<file path="config.mk">
export PLATFORM = sky130hd
export DESIGN_NAME = regfile_mp
export DESIGN_NICKNAME = d
export VERILOG_FILES = /design/src/rtl/regfile_mp.sv
export SDC_FILE = /design/constraint.sdc
export NUM_CORES = 2
export LEC_CHECK = 0
export CAP_MARGIN = 5
export CORE_MARGIN = 2
export CORE_UTILIZATION = 49
export DETAILED_ROUTE_END_ITERATION = 7
export GPL_TIMING_DRIVEN = 0
export PLACE_DENSITY = 0.65
export SYNTH_ARGS = -nofsm -noshare
export SYNTH_HDL_FRONTEND = slang
export SYNTH_SLANG_ARGS = --single-unit
</file>
<file path="constraint.sdc">
create_clock -name clk -period 57.2 [get_ports clk]
set_input_delay 11.44 -clock clk [delete_from_list [all_inputs] [get_ports clk]]
set_output_delay 11.44 -clock clk [all_outputs]
set_load 0.05 [all_outputs]
</file>
<file path="src/rtl/regfile_mp.sv">
// regfile_mp: multi-port register file with dual write, bypass, zero register and pending scoreboard
module regfile_mp #(
  parameter int DATA_W   = 32,
  parameter int ADDR_W   = 5,
  parameter int NUM_RD   = 2,
  parameter int ZERO_REG = 1
) (
  input  logic                     clk,
  input  logic                     rst,
  input  logic [NUM_RD*ADDR_W-1:0] rd_addr,
  output logic [NUM_RD*DATA_W-1:0] rd_data,
  output logic [NUM_RD-1:0]        rd_busy,
  input  logic                     wa_en,
  input  logic [ADDR_W-1:0]        wa_addr,
  input  logic [DATA_W-1:0]        wa_data,
  input  logic                     wb_en,
  input  logic [ADDR_W-1:0]        wb_addr,
  input  logic [DATA_W-1:0]        wb_data,
  input  logic                     iss_en,
  input  logic [ADDR_W-1:0]        iss_addr,
  input  logic                     flush,
  output logic                     any_pending
);
  localparam int DEPTH = 2**ADDR_W;
  logic [DATA_W-1:0] mem [DEPTH];
  logic [DEPTH-1:0]  pend, pend_nxt;
  logic              wa_eff, wb_eff, iss_eff;
  assign wa_eff  = wa_en && !((ZERO_REG != 0) && wa_addr == '0);
  assign wb_eff  = wb_en && !((ZERO_REG != 0) && wb_addr == '0);
  assign iss_eff = iss_en && !((ZERO_REG != 0) && iss_addr == '0);
  always_comb begin
    pend_nxt = pend;
    for (int r = 0; r < DEPTH; r++)
      pend_nxt[r] = flush ? 1'b0 :
                    (iss_eff && iss_addr == ADDR_W'(r)) ? 1'b1 :
                    ((wa_eff && wa_addr == ADDR_W'(r)) || (wb_eff && wb_addr == ADDR_W'(r))) ? 1'b0 :
                    pend[r];
  end
  always_ff @(posedge clk or posedge rst) begin
    if (rst) begin
      for (int r = 0; r < DEPTH; r++) mem[r] <= '0;
      pend <= '0;
    end else begin
      if (wa_eff) mem[wa_addr] <= wa_data;
      if (wb_eff) mem[wb_addr] <= wb_data;
      pend <= pend_nxt;
    end
  end
  assign any_pending = |pend;
  for (genvar g = 0; g < NUM_RD; g++) begin : g_rd
    logic [ADDR_W-1:0] a;
    logic              hit_a, hit_b;
    assign a     = rd_addr[g*ADDR_W +: ADDR_W];
    assign hit_a = wa_eff && wa_addr == a;
    assign hit_b = wb_eff && wb_addr == a;
    assign rd_data[g*DATA_W +: DATA_W] = ((ZERO_REG != 0) && a == '0) ? '0 :
                                         hit_b ? wb_data :
                                         hit_a ? wa_data : mem[a];
    assign rd_busy[g] = pend[a] && !hit_a && !hit_b;
  end
endmodule
</file>
After elaboration in Yosys (flattened, before gate mapping). Cells that the tools add are included.

Register bits after elaboration: 1056. Bits of input ports: 95. Output and inout port bits: 67.

Order comparisons: 8. Equal/unequal tests: 97. Multiplexer cells: 120. Bitwise operators: 4. Reductions and logical operators: 186.

Operator list (count): 1024-bit bitwise mux (2); 1024-bit two-way mux (2); 32-bit two-way mux (12); 32-bit binary-select mux with 5-bit select (2); 32-bit demux with 5-bit select (2); 5-bit == test (second input constant) (48); 5-bit by 4-bit == test with 1-bit output (second input constant) (24); 1-bit logical AND (109); 1-bit two-way mux (98); 3-bit nonzero test (32); 5-bit by 3-bit == test with 1-bit output (second input constant) (12); 1-bit logical OR (32); 32-bit OR reduction (1); 5-bit by 2-bit == test with 1-bit output (second input constant) (6); 5-bit zero test (5); 6-bit >= comparator (second input constant) (4); 5-bit NOT with 6-bit output (4); 5-bit == test (4); 5-bit by 1-bit == test with 1-bit output (second input constant) (3); 5-bit by 6-bit less-than comparator with 1-bit output (second input constant) (2); 6-bit by 1-bit less-than comparator with 1-bit output (second input constant) (2); 1-bit binary-select mux with 5-bit select (2); 1-bit zero test (7).

Longest topological paths before layout.
Word-level depth: 9. Mapped depth: 11. Depth with buffers taken out: 5.

Worst setup path after synthesis. Ideal clock, no wire load.

Path kind: input port to output port. Start: input rd_addr[5]. End: output rd_data[44]. Arrival: 13922 ps. Slack: 31838 ps. Stages: 11. Buffers on the path: 7. Cells stage by stage: buf_6 buf_12 buf_12 buf_12 buf_6 buf_4 buf_4 mux2i_1 nand2_1 o211ai_1 o31ai_1.

Cells in the longest elaborated chain, start to end: 7.

Ends and longest elaborated chain: from (decl) (RTL line 10) `input logic [NUM_RD*ADDR_W-1:0] rd_addr,`; 5-bit NOT with 6-bit output (implied by the code) (RTL line 58) `hit_a ? wa_data : mem[a];`; 32-bit binary-select mux with 5-bit select (RTL line 58); 32-bit two-way mux (implied by the code) (2 in a row) (RTL line 58); 32-bit two-way mux (RTL line 58); 32-bit two-way mux (RTL line 57) `hit_b ? wb_data :`; 32-bit two-way mux (*) (RTL line 56) `assign rd_data[g*DATA_W +: DATA_W] = ((ZERO_REG != 0) && a == '0) ? '0 :`; to (decl) (RTL line 11) `output logic [NUM_RD*DATA_W-1:0] rd_data,`.

Every way passes the cells marked *; elsewhere a longest branch is shown, timed or not. The select of a mux whose other input is x is not followed.

Final worst setup path.
Start: input rd_addr[3]. End: output rd_data[21].

The elaborated chain is that of the path after synthesis.

==> impl_metrics.json <==
{
  "outcome": "finished, violations left",
  "violated_checks": "DRC, capacitance limit, slew limit",
  "synthMostInstantiatedCell": "dfrtp_1",
  "power_density_nw_per_um2": 37.90,
  "period_utilization_post_route_pct": 50.77,
  "setup.worst_path.end_class": "primary output",
  "cts_repair_resize_count": 0,
  "worst_clock_skew_ns": 0,
  "ys.warnings.count": 0,
  "postRouteWirelength_mm": 403.5,
  "tritoncts.num_buffers": 132,
  "hold_path.class": "register to register",
  "nets": 7214,
  "antenna_found_initial": 23,
  "final_util_pct": 55.40,
  "die_area_um2": 139800,
  "crit_path_cell_trace": "clkdlybuf4s50_1 > clkbuf_1 > and2_1 > clkbuf_1 > clkbuf_1 > a22oi_1 > nand3_1 > nand3_1 > a31oi_1 > clkdlybuf4s50_1",
  "post_drt_wl_per_cell_um": 44.73,
  "cap_violations": 6,
  "post-cts-setup-buffer-count": 0,
  "worst_slew_margin_rel_pct": -6.977,
  "synth.net_count": 6968,
  "setup.reg_to_reg.worst_slack_ns": 56.20,
  "synthArstFlopShare_pct": 100.0,
  "core_area_um2": 135600,
  "yosys-top-cells-area": "dfrtp_1 (39%), mux2i_1 (13%), mux4_2 (13%), nand2_1 (4.4%), nor2_1 (4.1%)",
  "grt_setup_unrepaired": "no",
  "synth.yosys.seq_area_share_pct": 39.42,
  "syn-instance-count": 6873,
  "initialDrtViolationCount": 13590,
  "synth-edff-count": 0,
  "post_synth_num_cell_types": 74,
  "fp.dieH_um": 373.9,
  "grt_max_degree": 122,
  "synth_area_per_cell_um2": 9.753,
  "dp_hpwl_mm": 313.8,
  "finalHoldViolations": 0,
  "initial_utilization_pct": 49.42,
  "worstSetupPathType": "primary input to primary output",
  "synth-seq-cells": 1056,
  "total_of_hold_buffers_inserted_after_clock_tree_synthesis": 0,
  "gr-total-overflow": 0,
  "all_layer_global_routing_usage_pct": 56.18,
  "flow.area_growth_from_synthesis_pct": 12.10,
  "num_rows": 135,
  "setup_tns_ns": 0,
  "dr_total_vias": 67610,
  "setup_viol_count_final": 0,
  "cts_num_sinks": 1056,
  "netlist_area_um2": 67030,
  "hold_path.startpoint": "mem[1022]$_DFF_PP0_",
  "timing_worst_slew_pin_value_ns": 1.605,
  "cpMaxStageDelayCell": "clkdlybuf4s50_1",
  "boundaryPins": 162,
  "crit_path_max_incr_delay_ns": 0.95,
  "cts.clk_slew.worst_paths_ns": 0.06,
  "firstDrtPassIters": 8,
  "die_width_um": 373.9,
  "htreeDepth": 4,
  "ant_nets": 0,
  "startpoint_of_the_most_critical_register_to_register_path": "mem[519]$_DFF_PP0_",
  "grt_pass1_wl_mm": 532.2,
  "worst_r2r_endpoint": "mem[519]$_DFF_PP0_",
  "report.final.slew_viol_count": 66,
  "yosys_most_used_dff": "dfrtp_1",
  "critical_path_peak_fanout": 10,
  "timing.critical_path.required_ns": 45.76,
  "drive_gt1_share_pct": 14.37,
  "fill_cells": 12240,
  "ys_top_cells_by_count": "dfrtp_1 (1056), mux2i_1 (854), nand2_1 (790)",
  "critPathMostFrequentCell": "clkbuf_1",
  "drc_violation_count_after_routing": 24,
  "clockRootBuffer": "clkbuf_16",
  "critPathArrivalTime_ns": 17.60,
  "yosys.area.top_type": "dfrtp_1",
  "synth_largest_type_area_fraction_pct": 39.42,
  "max-vdd-ir-drop_uv": 32.21,
  "startpoint_type": "primary input",
  "min_tclk_post_route_ns": 29.04,
  "insertion_delay_ns": 0.80,
  "hold-path-endpoint": "mem[1022]$_DFF_PP0_",
  "io_buffer_count": 93,
  "tritoncts_clock_tree": "done",
  "clock.fmax_mhz": 34.43,
  "cts_buffer_depth": 3,
  "count_of_cells_along_the_worst_register_to_register_path": 2,
  "via_count_of_the_first_global_routing_pass": 62060,
  "power.static_leakage_nw": 31.56,
  "avgViaCountPerCell": 7.495,
  "timing.hold.worst_path_depth": 1,
  "place.gp.congestion": 1.182
}
==> logic make-up after synthesis <==
| family | synth area share (%) |
|---|---|
| XOR/XNOR | 0.2613 |
| flip-flops | 39.42 |
| multiplexers | 27.94 |
| buffers and inverters | 5.925 |
| AO/OA/AOI/OAI | 15.02 |
| AND/OR/NAND/NOR | 11.43 |
==> registers in the layout (all words and copies together), names as in the netlist <==
signal  flops
mem      1024
pend       32
==> through the flow <==
step / hold slack, ns / power [mW] / worst slack (ns) / instance area, µm² / std cells
3_5_place_dp: 0.4677 / 1.880 / 28.96 / 70550 / 8762
4_1_cts: 0.4855 / 2.756 / 28.94 / 75040 / 9002
6_report: 0.4878 / 2.848 / 28.16 / 75140 / 9021
2_1_floorplan: 0.4413 / 1.557 / 16.04 / 67030 / 6873
5_1_grt: 0.5112 / 2.889 / 28.55 / 75110 / 9006
3_3_place_gp: 0.4548 / 1.857 / 1.268 / 70190 / 8747
==> routing by layer <==
layer / track usage [%] / up-vias / part of all wire (%)
met5: 2.298 / - / 0.19
met4: 35.11 / 30 / 8.0
met3: 33.41 / 1531 / 19
met2: 73.09 / 6753 / 38
met1: 69.74 / 33680 / 35
li1: - / 25620 / -
==> worst max-delay path, delay by kind of cell <==
| family | cells | cell delay (ns) |
|---|---|---|
| buffers and inverters | 5 | 4.39 |
| and+or+nand+nor | 3 | 0.54 |
| AOI/OAI and AO/OA | 2 | 1.20 |
==> final cells by class <==
class / count / area (µm²) / share of cell area [%]
Tap cell: 1781 / 2228 / 2.966
Clock buffer: 190 / 3884 / 5.168
Multi-Input combinational cell: 4906 / 36670 / 48.80
Buffer: 889 / 3895 / 5.183
Timing Repair Buffer: 112 / 1311 / 1.745
Sequential cell: 1056 / 26430 / 35.17
Inverter: 22 / 90.09 / 0.1199
Antenna cell: 15 / 37.54 / 0.04995
Clock inverter: 50 / 601.8 / 0.8009
==> power by group <==
part / internal (mW) / leakage (nW) / switching, mW / total, mW
Combinational: 0.336 / 16.4 / 0.473 / 0.809
Clock: 0.509 / 2.21 / 0.388 / 0.897
Sequential: 0.935 / 13.0 / 0.207 / 1.14
Total: 1.78 / 31.6 / 1.07 / 2.85
==> cells in the final DEF (no fill, tap or decap), drive strengths merged, types with 93 or more instances in the layout <==
cell type / netlist / final
dfrtp: 1056 / 1056
mux2i: 854 / 854
nand2: 798 / 798
clkbuf: 581 / 771
nor2: 750 / 750
a21oi: 554 / 554
o21ai: 418 / 418
mux4: 377 / 377
buf: 308 / 327
a32oi: 178 / 178
a31oi: 173 / 173
mux2: 149 / 149
o22ai: 127 / 127
clkdlybuf4s50: 0 / 93
==> worst max path at each step <==
stage                     startpoint                 end  slack [ns]  depth (start not counted)
after floorplan                  rst    mem[0]$_DFF_PP0_       16.04                          1
after global placement           rst  mem[677]$_DFF_PP0_        1.27                          2
after detailed placement  rd_addr[3]         rd_data[15]       28.96                         10
after CTS                 rd_addr[3]         rd_data[15]       28.94                         10
after global routing      rd_addr[3]         rd_data[16]       28.55                         10
final                     rd_addr[3]         rd_data[21]       28.16                         10
(Power assumes the default switching activity.)
